### src/rtl/vram_scanout_if.sv
// -----------------------------------------------------------------------------
// vram_scanout_if
//   Read-side bus between the scanout stage and the 1024x8 video RAM.
//
//   Signals:
//     vram_addr  [9:0]  read address, driven by the scanout stage
//     vram_data  [7:0]  read data, valid one clock after vram_addr changes
//
//   Modports:
//     master  scanout side (drives the address, consumes the data)
//     slave   VRAM side (consumes the address, returns the data)
// -----------------------------------------------------------------------------
interface vram_scanout_if;
    logic [9:0] vram_addr;
    logic [7:0] vram_data;

    modport master (output vram_addr, input  vram_data);
    modport slave  (input  vram_addr, output vram_data);
endinterface

### src/rtl/vram_scanout.sv
// -----------------------------------------------------------------------------
// vram_scanout
//   Display scanout stage for a 128x64, 1 bpp framebuffer held in a 1024x8
//   video RAM (16 bytes per line, row-major). Generates raster timing,
//   prefetches each framebuffer byte two clocks ahead of its first pixel and
//   serialises it MSB first. All video outputs are the registered decode of
//   the raster counters, so they share one clock of latency and stay aligned.
//
//   Ports:
//     clk          system clock, rising edge
//     rst_n        asynchronous active-low reset
//     en           scanout enable; 0 freezes the raster
//     vram         VRAM read bus (master side: vram_addr out, vram_data in)
//     pix          registered pixel value
//     de           registered data enable (active pixels)
//     hsync        registered horizontal sync, active high
//     vsync        registered vertical sync, active high
//     frame_start  one-cycle pulse aligned with the first active pixel
//
//   Build option:
//     VRAM_SCANOUT_DOUBLE_EN  when defined, every framebuffer pixel is shown
//                             as 2x2 (256x128 output timing by default).
// -----------------------------------------------------------------------------
module vram_scanout #(
`ifdef VRAM_SCANOUT_DOUBLE_EN
    parameter int H_ACTIVE = 256,
    parameter int V_ACTIVE = 128,
`else
    parameter int H_ACTIVE = 128,
    parameter int V_ACTIVE = 64,
`endif
    parameter int H_FP     = 8,
    parameter int H_SYNC   = 16,
    parameter int H_BP     = 8,
    parameter int V_FP     = 2,
    parameter int V_SYNC   = 2,
    parameter int V_BP     = 4
) (
    input  logic           clk,
    input  logic           rst_n,
    input  logic           en,
    vram_scanout_if.master vram,
    output logic           pix,
    output logic           de,
    output logic           hsync,
    output logic           vsync,
    output logic           frame_start
);

`ifdef VRAM_SCANOUT_DOUBLE_EN
    localparam int PIX_SHIFT = 1;   // log2 of the pixel replication factor
`else
    localparam int PIX_SHIFT = 0;
`endif

    localparam int H_TOTAL       = H_ACTIVE + H_FP + H_SYNC + H_BP;
    localparam int V_TOTAL       = V_ACTIVE + V_FP + V_SYNC + V_BP;
    localparam int H_W           = $clog2(H_TOTAL);
    localparam int V_W           = $clog2(V_TOTAL);
    localparam int GROUP         = 8 << PIX_SHIFT;      // output clocks per byte
    localparam int SUB_MASK      = (1 << PIX_SHIFT) - 1;
    localparam int BYTES_PER_ROW = 16;

    logic [H_W-1:0] h_cnt, h_next;
    logic [V_W-1:0] v_cnt, v_next;
    logic [7:0]     shreg;
    logic           line_end, active, hs_region, vs_region;
    logic           load, shift, pf_hit;
    logic [9:0]     pf_addr;
    int             h_i, hn_i, v_i, nl_i;

    // NOTE: every signal written here gets a default first, so no path can
    // leave one unassigned and infer a latch.
    always_comb begin
        h_i       = int'(h_cnt);
        v_i       = int'(v_cnt);
        line_end  = (h_i == H_TOTAL - 1);
        h_next    = line_end ? '0 : h_cnt + H_W'(1);
        v_next    = v_cnt;
        if (line_end)
            v_next = (v_i == V_TOTAL - 1) ? '0 : v_cnt + V_W'(1);
        hn_i      = int'(h_next);
        // Line whose first byte the end-of-line prefetch fetches.
        nl_i      = (v_i == V_TOTAL - 1) ? 0 : v_i + 1;

        active    = (h_i < H_ACTIVE) && (v_i < V_ACTIVE);
        hs_region = (h_i >= H_ACTIVE + H_FP) && (h_i < H_ACTIVE + H_FP + H_SYNC);
        vs_region = (v_i >= V_ACTIVE + V_FP) && (v_i < V_ACTIVE + V_FP + V_SYNC);

        // The byte for group k lands in the shifter on the clock before its
        // first pixel; group 0 is loaded on the last clock of the previous line.
        load      = line_end || ((h_i < H_ACTIVE - 1) && (h_i % GROUP == GROUP - 1));
        // In 2x mode each bit is held for two clocks, so shift on odd h only.
        shift     = active && !load && ((h_i & SUB_MASK) == SUB_MASK);

        // Address changes as h reaches load-1, giving the RAM its one clock.
        // Lines past the visible area are never addressed, which also keeps
        // every read inside the 1024-byte array.
        pf_hit    = 1'b0;
        pf_addr   = '0;
        if (hn_i == H_TOTAL - 2) begin
            pf_hit  = (nl_i < V_ACTIVE);
            pf_addr = 10'((nl_i >> PIX_SHIFT) * BYTES_PER_ROW);
        end else if ((hn_i < H_ACTIVE - 2) && (hn_i % GROUP == GROUP - 2)
                     && (v_i < V_ACTIVE)) begin
            pf_hit  = 1'b1;
            pf_addr = 10'((v_i >> PIX_SHIFT) * BYTES_PER_ROW + (hn_i + 2) / GROUP);
        end
    end

    // NOTE: sequential state uses non-blocking assignments so every register
    // samples the pre-edge values, independent of statement order.
    always_ff @(posedge clk or negedge rst_n) begin
        if (!rst_n) begin
            h_cnt          <= '0;
            v_cnt          <= '0;
            vram.vram_addr <= '0;
            shreg          <= '0;
            pix            <= 1'b0;
            de             <= 1'b0;
            hsync          <= 1'b0;
            vsync          <= 1'b0;
            frame_start    <= 1'b0;
        end else if (en) begin
            h_cnt <= h_next;
            v_cnt <= v_next;
            if (pf_hit)
                vram.vram_addr <= pf_addr;
            if (load)
                shreg <= vram.vram_data;
            else if (shift)
                shreg <= {shreg[6:0], 1'b0};
            de          <= active;
            pix         <= active & shreg[7];
            hsync       <= hs_region;
            vsync       <= vs_region;
            frame_start <= (h_cnt == '0) && (v_cnt == '0);
        end else begin
            // Raster, shifter and address freeze; syncs keep their level so
            // the monitor sees no spurious edges during a pause.
            de          <= 1'b0;
            pix         <= 1'b0;
            frame_start <= 1'b0;
        end
    end

endmodule
### src/flat_wrapper.sv
// flat-port wrapper written by rule: the top's interface ports become plain ports
module vram_scanout_flat 
#(

    parameter int H_ACTIVE = 128,
    parameter int V_ACTIVE = 64,

    parameter int H_FP     = 8,
    parameter int H_SYNC   = 16,
    parameter int H_BP     = 8,
    parameter int V_FP     = 2,
    parameter int V_SYNC   = 2,
    parameter int V_BP     = 4
)
  (clk, rst_n, en, pix, de, hsync, vsync, frame_start, vram_vram_addr, vram_vram_data);
  vram_scanout_if vram_i ();
  input  logic clk;
  input  logic rst_n;
  input  logic en;
  output logic pix;
  output logic de;
  output logic hsync;
  output logic vsync;
  output logic frame_start;
  output wire logic [$bits(vram_i.vram_addr)-1:0] vram_vram_addr;
  input wire logic [$bits(vram_i.vram_data)-1:0] vram_vram_data;
  assign vram_vram_addr = vram_i.vram_addr;
  assign vram_i.vram_data = vram_vram_data;
  vram_scanout #(.H_ACTIVE(H_ACTIVE), .V_ACTIVE(V_ACTIVE), .H_FP(H_FP), .H_SYNC(H_SYNC), .H_BP(H_BP), .V_FP(V_FP), .V_SYNC(V_SYNC), .V_BP(V_BP)) u_core (.clk(clk), .rst_n(rst_n), .en(en), .vram(vram_i), .pix(pix), .de(de), .hsync(hsync), .vsync(vsync), .frame_start(frame_start));
endmodule
### config.mk
export PLATFORM = sky130hd
export DESIGN_NAME = vram_scanout_flat
export DESIGN_NICKNAME = d
export VERILOG_FILES = /design/src/rtl/vram_scanout_if.sv /design/src/rtl/vram_scanout.sv /design/src/flat_wrapper.sv
export SDC_FILE = /design/constraint.sdc
export NUM_CORES = 1
export LEC_CHECK = 0
export ABC_AREA = 1
export CELL_PAD_IN_SITES_DETAIL_PLACEMENT = 1
export CELL_PAD_IN_SITES_GLOBAL_PLACEMENT = 1
export CORE_MARGIN = 8
export CORE_UTILIZATION = 45
export CTS_CLUSTER_DIAMETER = 40
export DETAILED_ROUTE_END_ITERATION = 10
export PLACE_DENSITY = 0.88
export SLEW_MARGIN = 25
export SYNTH_ARGS = -nofsm -noshare
export SYNTH_HDL_FRONTEND = slang
export SYNTH_SLANG_ARGS = --single-unit
### constraint.sdc
create_clock -name clk -period 8.5 [get_ports clk]
set_clock_uncertainty 0.2 [all_clocks]
set_input_delay 2.125 -clock clk [delete_from_list [all_inputs] [get_ports clk]]
set_output_delay 2.125 -clock clk [all_outputs]
set_load 0.1 [all_outputs]
# Word level (Yosys, flattened, before mapping)

Index checks and enable logic that the tools add are counted.

Flip-flop bits (word level): 38
Bits of input ports: 11
Word-level logic and storage cells: 60
Output and inout bits: 15

Bitwise gates (word level): 2
Magnitude comparators: 9
Reduce and logical (&&, ||, !) cells: 17
Equality and inequality tests: 5
Muxes and demuxes: 12
Add/subtract/negate cells: 6

Operators with widths:

| operator              | number |
|---|---|
| $lt A32 B8 Y1 const B | 1 |
| $mux W32              | 1 |
| $mux W8               | 3 |
| $mux W10              | 2 |
| $eq A8 B8 Y1 const B  | 2 |
| $lt A8 B7 Y1 const B  | 2 |
| $lt A8 B8 Y1 const B  | 2 |
| $lt A7 B7 Y1 const B  | 2 |
| $add A10 B10 Y10      | 1 |
| $add A8 B2 Y9 const B | 1 |
| $add A7 B1 Y8 const B | 1 |
| $add A8 B1 Y8 const B | 1 |
| $ge A8 B8 Y1 const B  | 1 |
| $logic_and A1 B1 Y1   | 8 |
| $logic_not A8 Y1      | 1 |
| $add A6 B1 Y7         | 1 |
| $add A7 B1 Y7 const B | 1 |
| $eq A7 B7 Y1 const B  | 1 |
| $ge A7 B7 Y1 const B  | 1 |
| $logic_not A7 Y1      | 1 |
| $mux W7               | 1 |
| $reduce_and A2 Y1     | 3 |
| $mux W1               | 5 |
| $eq A3 B1 Y1 const B  | 1 |
| other kinds (7)       | 7 |

# Depth between registers and ports, before layout

Gate-level depths: netlist of the first run.

Word-level depth: 9
Depth in mapped cells: 18
Gate-level depth less buffers: 18

# Least setup slack after synthesis of the first run

Ideal clock, no wire load.

Kind: register to output
Start: reg u_core.hsync
End: out hsync
Data arrival time: 898 ps
Buffers on the path: 0
Path slack: 5,277 ps
Cell stages (with the launch flop): 1
Required time: 6,175 ps
Cells stage by stage: dfrtp_1

RTL lines:

| item                   | RTL line            | RTL |
|---|---|---|
| from (decl)            | vram_scanout.sv:45  | `output logic hsync,` |
| from (signal assigned) | vram_scanout.sv:135 | `hsync <= hs_region;` |
| to (decl)              | flat_wrapper.sv:22  | `output logic hsync;` |

No word-level cell between the ends.

# Worst setup path after layout of the first run

Start: reg u_core.vsync
End: out vsync

RTL lines:

| item                   | RTL line            | RTL |
|---|---|---|
| from (decl)            | vram_scanout.sv:46  | `output logic vsync,` |
| from (signal assigned) | vram_scanout.sv:136 | `vsync <= vs_region;` |
| to (decl)              | flat_wrapper.sv:23  | `output logic vsync;` |

No word-level cell between the ends.

==> results.py, run 1 <==
metrics = {
    "outcome": {
        "run_status": "complete, no violations",
    },
    "clock_tree": {
        "hold_buffers": 0,
        "numClockSinks": 38,
        "clock_path_buffers": 2,
        "cts_tree": "yes",
        "postCtsSetupRepairBufs": 0,
        "postCtsResizedCells": 0,
        "cts_buffers": 5,
        "worstSkewPairLatency_ns": 0.30,
        "clkTransAtPathRegs_ns": 0.08,
        "cts_max_level": 2,
        "root_buffer": "clkbuf_8",
    },
    "detailed_routing": {
        "drtAntennaViolNets": 0,
        "viasPerCell": 5.319,
        "drt_iter0_markers": 125,
        "wl_per_cell_um": 16.49,
        "drc_errors": 0,
        "drt-total-wl_mm": 6.727,
        "num_vias": 2170,
        "dr.pass1.iters": 4,
    },
    "setup_path": {
        "r2r-start": "u_core.h_cnt[0]",
        "crit_type": "reg -> out",
        "end_kind": "primary output",
        "setup.reg_to_reg.worst_slack_ns": 4.89,
        "path_buf_inv": 1,
        "critPathTopFamily": "buffers and inverters",
        "critPathSlowestCell": "clkdlybuf4s50_1",
        "crit_path_max_incr_delay_ns": 1.15,
        "cp_cell_sequence": "clkdlybuf4s50_1",
        "start_kind": "flop",
        "ff2ff_path_depth": 17,
        "cp_max_fo": 2,
        "cp.arrival_ns": 1.85,
        "required_ns": 6.18,
        "timing.rr.end": "u_core.vram.vram_addr[8]",
    },
    "yosys": {
        "yosys_warnings": 0,
        "synth_area_um2": 2492,
        "netlist_instances": 314,
        "avgSynthCellArea_um2": 7.938,
        "netlist.area_leader.share_pct": 38.15,
        "synth-async-reset-ratio_pct": 100.0,
        "synth_largest_area_cell": "dfrtp_1",
        "synth_nets": 334,
        "synth.distinct_cells": 39,
        "yosys-top-cells-area": "dfrtp_1 (38%), nand2_1 (12%), nand3_1 (6.0%)",
        "synth_flop_cell": "dfrtp_1",
        "ys_ff_latch": 38,
        "synth-edff-count": 0,
        "ys_seq_area_share_pct": 38.15,
    },
    "grt": {
        "grtUsageTotal_pct": 17.14,
        "grt_pass1_vias": 2348,
        "grt_max_degree": 39,
        "grt_pass1_wl_mm": 11.51,
        "grt-ovfl-total": 0,
        "antenna_found_initial": 0,
    },
    "floorplanning": {
        "die_w_um": 90.42,
        "ios": 26,
        "fp.coreArea_um2": 5439,
        "start_util_pct": 45.82,
        "std_cell_rows": 27,
        "fp.dieArea_um2": 8176,
        "die_h_um": 90.42,
    },
    "sta": {
        "fin_ws_ns": 4.329,
        "whs_ns": 0.2708,
        "min_period_ns": 4.171,
        "worst_pin_slew_ns": 0.9753,
        "finalSetupViolations": 0,
        "grt_setup_unrepaired": "false",
        "setup-tns-final_ns": 0,
        "fin_crit_sh_pct": 49.07,
        "fmax_mhz": 239.7,
        "slew_viol_final": 0,
        "final-hold-violation-count": 0,
        "slew_headroom_pct": 34.78,
    },
    "layout": {
        "final_core_util_pct": 53.16,
        "nets": 355,
        "syn2layout_area_growth_pct": 16.01,
        "instances_no_fill": 408,
        "final_cell_mix": "nand2_1 (82), dfrtp_1 (38), inv_1 (30), nand3_1 (30), clkdlybuf4s50_1 (24)",
        "fillers": 685,
        "diodes": 0,
        "layout.cells.most_common": "nand2_1",
        "layout-drive-gt1-share_pct": 11.61,
    },
    "worst_hold_path": {
        "hold_end": "u_core.vram.vram_addr[3]",
        "min_path_cells": 2,
        "hp-start": "u_core.vram.vram_addr[3]",
        "hp-class": "reg -> reg",
    },
    "placement": {
        "post-place-ws_ns": 4.007,
        "hpwl_mm": 4.993,
        "dp_cells": 400,
        "gp_congestion": 0.8305,
        "portBuffers": 25,
    },
    "power": {
        "leakage_uw": 0.001373,
        "power_density_nw_per_um2": 220.1,
        "max-vdd-ir-drop_v": 0.0001337,
    },
    "run": {
        "maxCapViolations": 0,
    },
}
[power breakdown]
group | switching [µW] | internal (µW) | total (µW)
clock network | 70.8 | 125 | 196
registers | 37.3 | 213 | 250
logic | 129 | 60.7 | 190
[cell families after synthesis]
| kind of cell | count (synthesis) | share of synthesized area (%) |
|---|---|---|
| buffers and inverters | 47 | 8.785 |
| DFF | 38 | 38.15 |
| xor gates and xnor gates | 5 | 1.757 |
| and+or+nand+nor | 173 | 36.40 |
| AOI/OAI and AO/OA | 41 | 9.689 |
| adders and majority gates | 9 | 4.819 |
| muxes | 1 | 0.4016 |
[tightest hold or removal path, cell delays in order (launching register included)]
cell and delay (ns):
dfrtp_1 0.35, nand2_1 0.05, nand2_1 0.04
[cell type report]
class | instances | area [µm²] | share of cell area, %
well taps | 72 | 90.09 | 3.116
flip-flops and latches | 38 | 950.9 | 32.89
inverters | 36 | 140.1 | 4.846
clock buffers | 6 | 82.58 | 2.856
clock inverters | 2 | 60.06 | 2.077
multi-input cells | 229 | 1323 | 45.74
repair buffers | 25 | 245.2 | 8.481
[through the flow]
step	total power [µW]	cell area (µm²)
2_1_floorplan	393.9	2492
3_3_place_gp	425.4	2749
3_5_place_dp	439.9	2749
4_1_cts	638.3	2892
5_1_grt	669.9	2892
6_report	636.3	2892
[how the worst max path moves through the flow]
stage | startpoint | to | slack, ns | cells past startpoint
floorplan | u_core.hsync | hsync | 5.28 | 0
global placement | en | u_core.v_cnt[6] | 4.14 | 4
detailed placement | en | u_core.v_cnt[6] | 4.01 | 4
CTS | u_core.vsync | vsync | 4.32 | 1
global route | en | u_core.v_cnt[2] | 4.13 | 4
finish | u_core.vsync | vsync | 4.33 | 1
[state kept, by name, summed over array words and instances (netlist names)]
name	count
u_core.de	1
u_core.frame_start	1
u_core.pix	1
u_core.hsync	1
u_core.vsync	1
u_core.v_cnt	7
u_core.vram.vram_addr	10
u_core.shreg	8
u_core.h_cnt	8
[routing by layer]
layer,share of wire (%),wire (µm),global-route usage [%]
met5,0,0,0
met4,2.3,152,7.351
met3,3.2,217,3.242
met2,49,3321,29.33
met1,45,3036,20.42
[Yosys cell counts, types with 3 or more instances]
library cell   n
inv_1         30
nor3_1         3
a21oi_1        5
nand2_2        5
xor2_1         5
nor2_1        20
buf_2          6
nand2_4        3
o21ai_0       18
ha_1           8
o22ai_1        3
dfrtp_1       38
nand3_1       30
nand2_1       82
nand4_1       12
inv_2          4
o21ai_1        9
nor2_4         3
buf_6          4
nand3_4        3
nor2_2         3
Note: power is estimated with default switching activity, not from simulation.
==> inputs of run 2 (changes only) <==
--- a/config.mk
+++ b/config.mk
@@ -9,10 +9,10 @@
 export CELL_PAD_IN_SITES_DETAIL_PLACEMENT = 1
 export CELL_PAD_IN_SITES_GLOBAL_PLACEMENT = 1
 export CORE_MARGIN = 8
-export CORE_UTILIZATION = 45
+export CORE_UTILIZATION = 38
 export CTS_CLUSTER_DIAMETER = 40
 export DETAILED_ROUTE_END_ITERATION = 10
-export PLACE_DENSITY = 0.88
+export PLACE_DENSITY = 0.8
 export SLEW_MARGIN = 25
 export SYNTH_ARGS = -nofsm -noshare
 export SYNTH_HDL_FRONTEND = slang
==> constraint.sdc (replaced) <==
create_clock -name clk -period 3.45 [get_ports clk]
set_clock_uncertainty 0.2 [all_clocks]
set_input_delay 0.8625 -clock clk [delete_from_list [all_inputs] [get_ports clk]]
set_output_delay 0.8625 -clock clk [all_outputs]
set_load 0.1 [all_outputs]
==> run 2 against run 1 <==
Net effect:
- hold slack improved by 0.0093 ns
- non-clock buffer count rose by 4
- via count hardly changed
- register-to-register slack lost 4.6 ns
- wire length fell by 3.7%
- total power increased by 140%
- sequential power grew 140%
==> results.py, run 2 (synthesized netlist as in run 1, its figures left out) <==
metrics = {
    "outcome": {
        "run_status": "complete, no violations",
    },
    "layout": {
        "diodes": 0,
        "layout-drive-gt1-share_pct": 18.24,
        "final_cell_mix": "nand2_1 (82), dfrtp_1 (37), inv_1 (30), nand3_1 (30)",
        "layout.cells.most_common": "nand2_1",
        "regMostFlops": "u_core.vram.vram_addr",
        "nets": 359,
        "largest_reg_flops": 10,
        "syn2layout_area_growth_pct": 16.32,
        "top_regs": "u_core.vram.vram_addr (10), u_core.h_cnt (8), u_core.shreg (8)",
        "final_core_util_pct": 45.66,
        "fillers": 773,
    },
    "grt": {
        "grt_max_degree": 39,
        "grt_pass1_wl_mm": 11.23,
        "antenna_found_initial": 0,
        "grtUsageTotal_pct": 14.05,
        "grt_pass1_vias": 2335,
        "grt-ovfl-total": 0,
    },
    "detailed_routing": {
        "viasPerCell": 5.201,
        "wl_per_cell_um": 15.53,
        "drc_errors": 0,
        "drt-total-wl_mm": 6.477,
        "dr.pass1.iters": 4,
        "drtAntennaViolNets": 0,
        "num_vias": 2169,
        "drt_iter0_markers": 70,
    },
    "sta": {
        "final-hold-violation-count": 0,
        "fin_crit_sh_pct": 92.67,
        "setup-tns-final_ns": 0,
        "fmax_mhz": 312.8,
        "min_period_ns": 3.197,
        "slew_viol_final": 0,
        "finalSetupViolations": 0,
        "grt_setup_unrepaired": "false",
        "slew_headroom_pct": 41.50,
        "whs_ns": 0.2801,
        "worst_pin_slew_ns": 0.8775,
    },
    "setup_path": {
        "end_kind": "flop",
        "required_ns": 3.48,
        "cp_max_fo": 8,
        "cp.arrival_ns": 3.23,
        "ff2ff_path_depth": 15,
        "crit_type": "reg -> reg",
        "start_kind": "flop",
    },
    "run": {
        "maxCapViolations": 0,
    },
    "clock_tree": {
        "cts_buffers": 5,
        "cts_tree": "yes",
        "worstSkewPairLatency_ns": 0.29,
        "numClockSinks": 38,
        "root_buffer": "clkbuf_8",
        "clkTransAtPathRegs_ns": 0.08,
        "cts_max_level": 2,
        "clock_path_buffers": 2,
        "hold_buffers": 0,
    },
    "floorplanning": {
        "die_h_um": 96.99,
        "die_w_um": 96.99,
        "start_util_pct": 39.25,
        "fp.coreArea_um2": 6350,
        "ios": 26,
        "fp.dieArea_um2": 9406,
        "std_cell_rows": 29,
    },
    "worst_hold_path": {
        "hp-class": "reg -> reg",
        "min_path_cells": 2,
    },
    "power": {
        "power_density_nw_per_um2": 536.1,
        "max-vdd-ir-drop_v": 0.0002431,
        "leakage_uw": 0.001418,
    },
    "placement": {
        "hpwl_mm": 4.679,
        "gp_congestion": 0.8147,
        "portBuffers": 25,
    },
}
## run 2: changes by cell type in the layout (fill, tap and decap cells not counted), sizes merged
| cell | delta |
|---|---|
| clkdlybuf4s50 | -15 |
| buf | +19 |
## run 2: per-layer routing
| metal | global-route usage, % | share of wire, % | up-vias | wire length [µm] |
|---|---|---|---|---|
| li1 | - | - | 1083 | - |
| met1 | 17.34 | 46 | 1044 | 2987 |
| met2 | 23.70 | 49 | 31 | 3169 |
| met3 | 3.129 | 3.2 | 11 | 206 |
| met4 | 4.142 | 1.7 | 0 | 112 |
| met5 | 0 | 0 | - | 0 |
## run 2: report_power, final
group / switching [µW] / internal (µW)
Clock: 172 / 309
Combinational: 310 / 153
Sequential: 85.5 / 525
## run 2: worst max-delay path, cell delays in order, from the launching register on
cell     delay, ns
dfrtp_2       0.46
ha_2          0.24
ha_2          0.40
nand3_1       0.16
nor2_4        0.16
nand2_4       0.11
nor2_2        0.13
nor2_1        0.08
ha_1          0.21
fa_1          0.42
nand3_1       0.12
xor2_1        0.15
nand3_1       0.09
nand2_1       0.08
nand3_1       0.07
nand2_1       0.06
## run 2: cell type report
cell class | instances | area (µm²) | area share [%]
Sequential cell | 38 | 952.2 | 32.84
Multi-Input combinational cell | 229 | 1330 | 45.88
Inverter | 36 | 140.1 | 4.834
Timing Repair Buffer | 29 | 237.7 | 8.200
Tap cell | 77 | 96.34 | 3.323
Clock buffer | 6 | 82.58 | 2.849
Clock inverter | 2 | 60.06 | 2.072
## run 2: path summary, 6_finish.rpt
check / from / end / slack, ns
worst max-delay path: u_core.h_cnt[0] / u_core.vram.vram_addr[8] / 0.25
max in group asynchronous: rst_n / u_core.h_cnt[0] / 1.97
worst max register to register: u_core.h_cnt[0] / u_core.vram.vram_addr[8] / 0.25
worst min register to register: u_core.vram.vram_addr[2] / u_core.vram.vram_addr[2] / 0.28
worst min-delay path: u_core.vram.vram_addr[2] / u_core.vram.vram_addr[2] / 0.28
min in group asynchronous: rst_n / u_core.hsync / 0.48
## run 2: timing repair
| item | 4_1_cts | 5_1_grt |
|---|---|---|
| buffers inserted | 0 | 1 |
| gates resized for setup | 0 | 4 |
| endpoints found under the setup margin | 0 | 2 |
## run 2: metrics by stage
stage | setup WS, ns | power [µW] | cells | area (µm²)
2_1_floorplan | 0.3541 | 970.4 | 314 | 2492
3_3_place_gp | 0.3101 | 1048 | 408 | 2740
3_5_place_dp | 0.1936 | 1071 | 408 | 2740
4_1_cts | 0.04345 | 1564 | 416 | 2883
5_1_grt | 0.007800 | 1648 | 417 | 2899
6_report | 0.2527 | 1554 | 417 | 2899
==> inputs of run 3 (changes only) <==
--- a/config.mk
+++ b/config.mk
@@ -8,11 +8,12 @@
 export ABC_AREA = 1
 export CELL_PAD_IN_SITES_DETAIL_PLACEMENT = 1
 export CELL_PAD_IN_SITES_GLOBAL_PLACEMENT = 1
-export CORE_MARGIN = 8
+export CORE_MARGIN = 2
 export CORE_UTILIZATION = 38
 export CTS_CLUSTER_DIAMETER = 40
 export DETAILED_ROUTE_END_ITERATION = 10
 export PLACE_DENSITY = 0.8
+export REMOVE_ABC_BUFFERS = 1
 export SLEW_MARGIN = 25
 export SYNTH_ARGS = -nofsm -noshare
 export SYNTH_HDL_FRONTEND = slang
==> run 3 against run 2 <==
Net effect:
- highest routed layer unchanged
- utilization is 0.67 points lower
- clock power fell by 33%
- non-clock buffer count is 1 higher
- first-iteration DRC count is the same
- register-to-register slack barely moved
- critical path type unchanged
- flip-flop and latch count is the same
- via count down 1.9%
- critical path depth is the same
- hold slack worse by 0.0044 ns
- die area shrank 23%
- sequential share of layout area up 0.49 points
- combinational power is essentially flat
==> results.py, run 3 (synthesized netlist as in run 1, its figures left out) <==
metrics = {
    "outcome": {
        "run_status": "complete, no violations",
    },
    "power": {
        "power_density_nw_per_um2": 488.0,
        "leakage_uw": 0.001399,
        "max-vdd-ir-drop_v": 0.0002610,
        "total_power_uw": 1394,
    },
    "detailed_routing": {
        "drt-total-wl_mm": 6.081,
        "wl_per_cell_um": 14.55,
        "dr.pass1.iters": 4,
        "viasPerCell": 5.089,
        "num_vias": 2127,
        "drc_errors": 0,
        "drt_iter0_markers": 70,
        "drtAntennaViolNets": 0,
    },
    "placement": {
        "dp_cells": 410,
        "place_area_um2": 2755,
        "portBuffers": 25,
        "post-place-ws_ns": 0.1585,
        "hpwl_mm": 4.583,
        "gp_congestion": 0.8126,
    },
    "setup_path": {
        "critPathSlowestCell": "dfrtp_2",
        "cp.arrival_ns": 3.23,
        "ff2ff_path_depth": 15,
        "cp-startpoint": "u_core.h_cnt[0]",
        "end_kind": "flop",
        "required_ns": 3.47,
        "cp_cell_sequence": "ha_2, ha_2, nand3_1, nor2_4, nand2_4, nor2_1, nor2_1, ha_1, fa_1, nand3_1, xor2_1, nand3_1, nand2_1, nand3_1, nand2_1",
        "worst_path_most_repeated_cell": "nand3_1",
        "start_kind": "flop",
        "crit_path_max_incr_delay_ns": 0.45,
        "cp_max_fo": 8,
        "r2r-start": "u_core.h_cnt[0]",
        "crit_type": "reg -> reg",
    },
    "clock_tree": {
        "cts_buffers": 5,
        "cts_max_level": 2,
        "postCtsResizedCells": 0,
        "root_buffer": "clkbuf_8",
        "clock_path_buffers": 2,
        "worstSkewPairLatency_ns": 0.29,
        "postCtsSetupRepairBufs": 0,
        "cts_tree": "yes",
        "hold_buffers": 0,
        "numClockSinks": 38,
        "clkTransAtPathRegs_ns": 0.08,
    },
    "sta": {
        "grt_setup_unrepaired": "false",
        "fin_ws_ns": 0.2472,
        "worst_pin_slew_ns": 0.8573,
        "setup-tns-final_ns": 0,
        "finalSetupViolations": 0,
        "fin_crit_sh_pct": 92.83,
        "slew_viol_final": 0,
        "fmax_mhz": 312.2,
        "min_period_ns": 3.203,
        "slew_headroom_pct": 42.84,
        "final-hold-violation-count": 0,
    },
    "grt": {
        "use_met3_pct": 3.696,
        "grt-ovfl-total": 0,
        "grt_max_degree": 39,
        "grt_util_met1_pct": 25.43,
        "grt_pass1_vias": 2308,
        "grt_busiest_layer": "met2",
        "grt_pass1_wl_mm": 11.00,
        "grtUsageTotal_pct": 18.66,
        "groute.layer.met2.usage_pct": 30.33,
        "antenna_found_initial": 0,
    },
    "layout": {
        "final_cell_mix": "nand2_1 (82), dfrtp_1 (37), inv_1 (30), nand3_1 (30)",
        "fillers": 792,
        "instances_no_fill": 418,
        "diodes": 0,
        "largest_reg_flops": 10,
        "top_regs": "u_core.vram.vram_addr (10), u_core.h_cnt (8), u_core.shreg (8)",
        "layout-drive-gt1-share_pct": 18.18,
        "syn2layout_area_growth_pct": 14.61,
        "nets": 360,
        "design_area_um2": 2856,
        "layout.cells.most_common": "nand2_1",
        "regMostFlops": "u_core.vram.vram_addr",
    },
    "worst_hold_path": {
        "min_path_cells": 2,
        "hp-start": "u_core.vram.vram_addr[3]",
        "hp-class": "reg -> reg",
    },
    "floorplanning": {
        "start_util_pct": 39.25,
        "fp.dieArea_um2": 7222,
        "die_h_um": 84.99,
        "die_w_um": 84.99,
        "fp.coreArea_um2": 6350,
        "ios": 26,
        "std_cell_rows": 29,
    },
    "run": {
        "maxCapViolations": 0,
    },
}
## run 3: cell types whose count changed in the layout (fill, tap and decap cells not counted)
cell and delta:
bufinv_16 -2, clkinv_2 +1, nor2_1 +1, clkinvlp_4 +1, nor2_2 -1, buf_4 +1
## run 3: metal layers
layer,up-vias,routed length (µm)
li1,1083,-
met1,1008,3041
met2,31,2767
met3,5,194
met4,0,77
met5,-,0
## run 3: metrics by stage
| stage | util, % | hold WS, ns |
|---|---|---|
| after floorplan | - | 0.2803 |
| after global placement | 43.39 | 0.2643 |
| after detailed placement | 43.39 | 0.2603 |
| after CTS | 44.89 | 0.2809 |
| after global routing | 44.99 | 0.3072 |
| final | 44.99 | 0.2757 |
## run 3: worst max-delay path: cells and delay by family (launching register included)
kind	cells	cell delay [ns]
DFF	1	0.45
adders and majority gates	4	1.24
xor gates and xnor gates	1	0.17
and+or+nand+nor	10	1.06
## run 3: final cells by class
type                    instances  area (µm²)  share of cell area (%)
repair buffers                 30       245.2                   8.585
clock inverters                 2       12.51                  0.4380
flip-flops and latches         38       952.2                   33.33
multi-input cells             229        1328                   46.47
clock buffers                   6       82.58                   2.891
inverters                      36       140.1                   4.906
well taps                      77       96.34                   3.373
## run 3: where the power goes
group	switching (µW)	total, µW	leakage (µW)	internal [µW]
clock network	163	324	0.0000472	161
logic	306	461	0.000865	155
registers	84.5	610	0.000486	525
## run 3: worst paths after layout
check,slack [ns],endpoint
setup reg to reg,0.25,u_core.vram.vram_addr[8]
setup / recovery,0.25,u_core.vram.vram_addr[8]
min in group asynchronous,0.47,u_core.h_cnt[5]
max in group asynchronous,2.00,u_core.h_cnt[0]
hold / removal,0.28,u_core.vram.vram_addr[3]
hold reg to reg,0.28,u_core.vram.vram_addr[3]
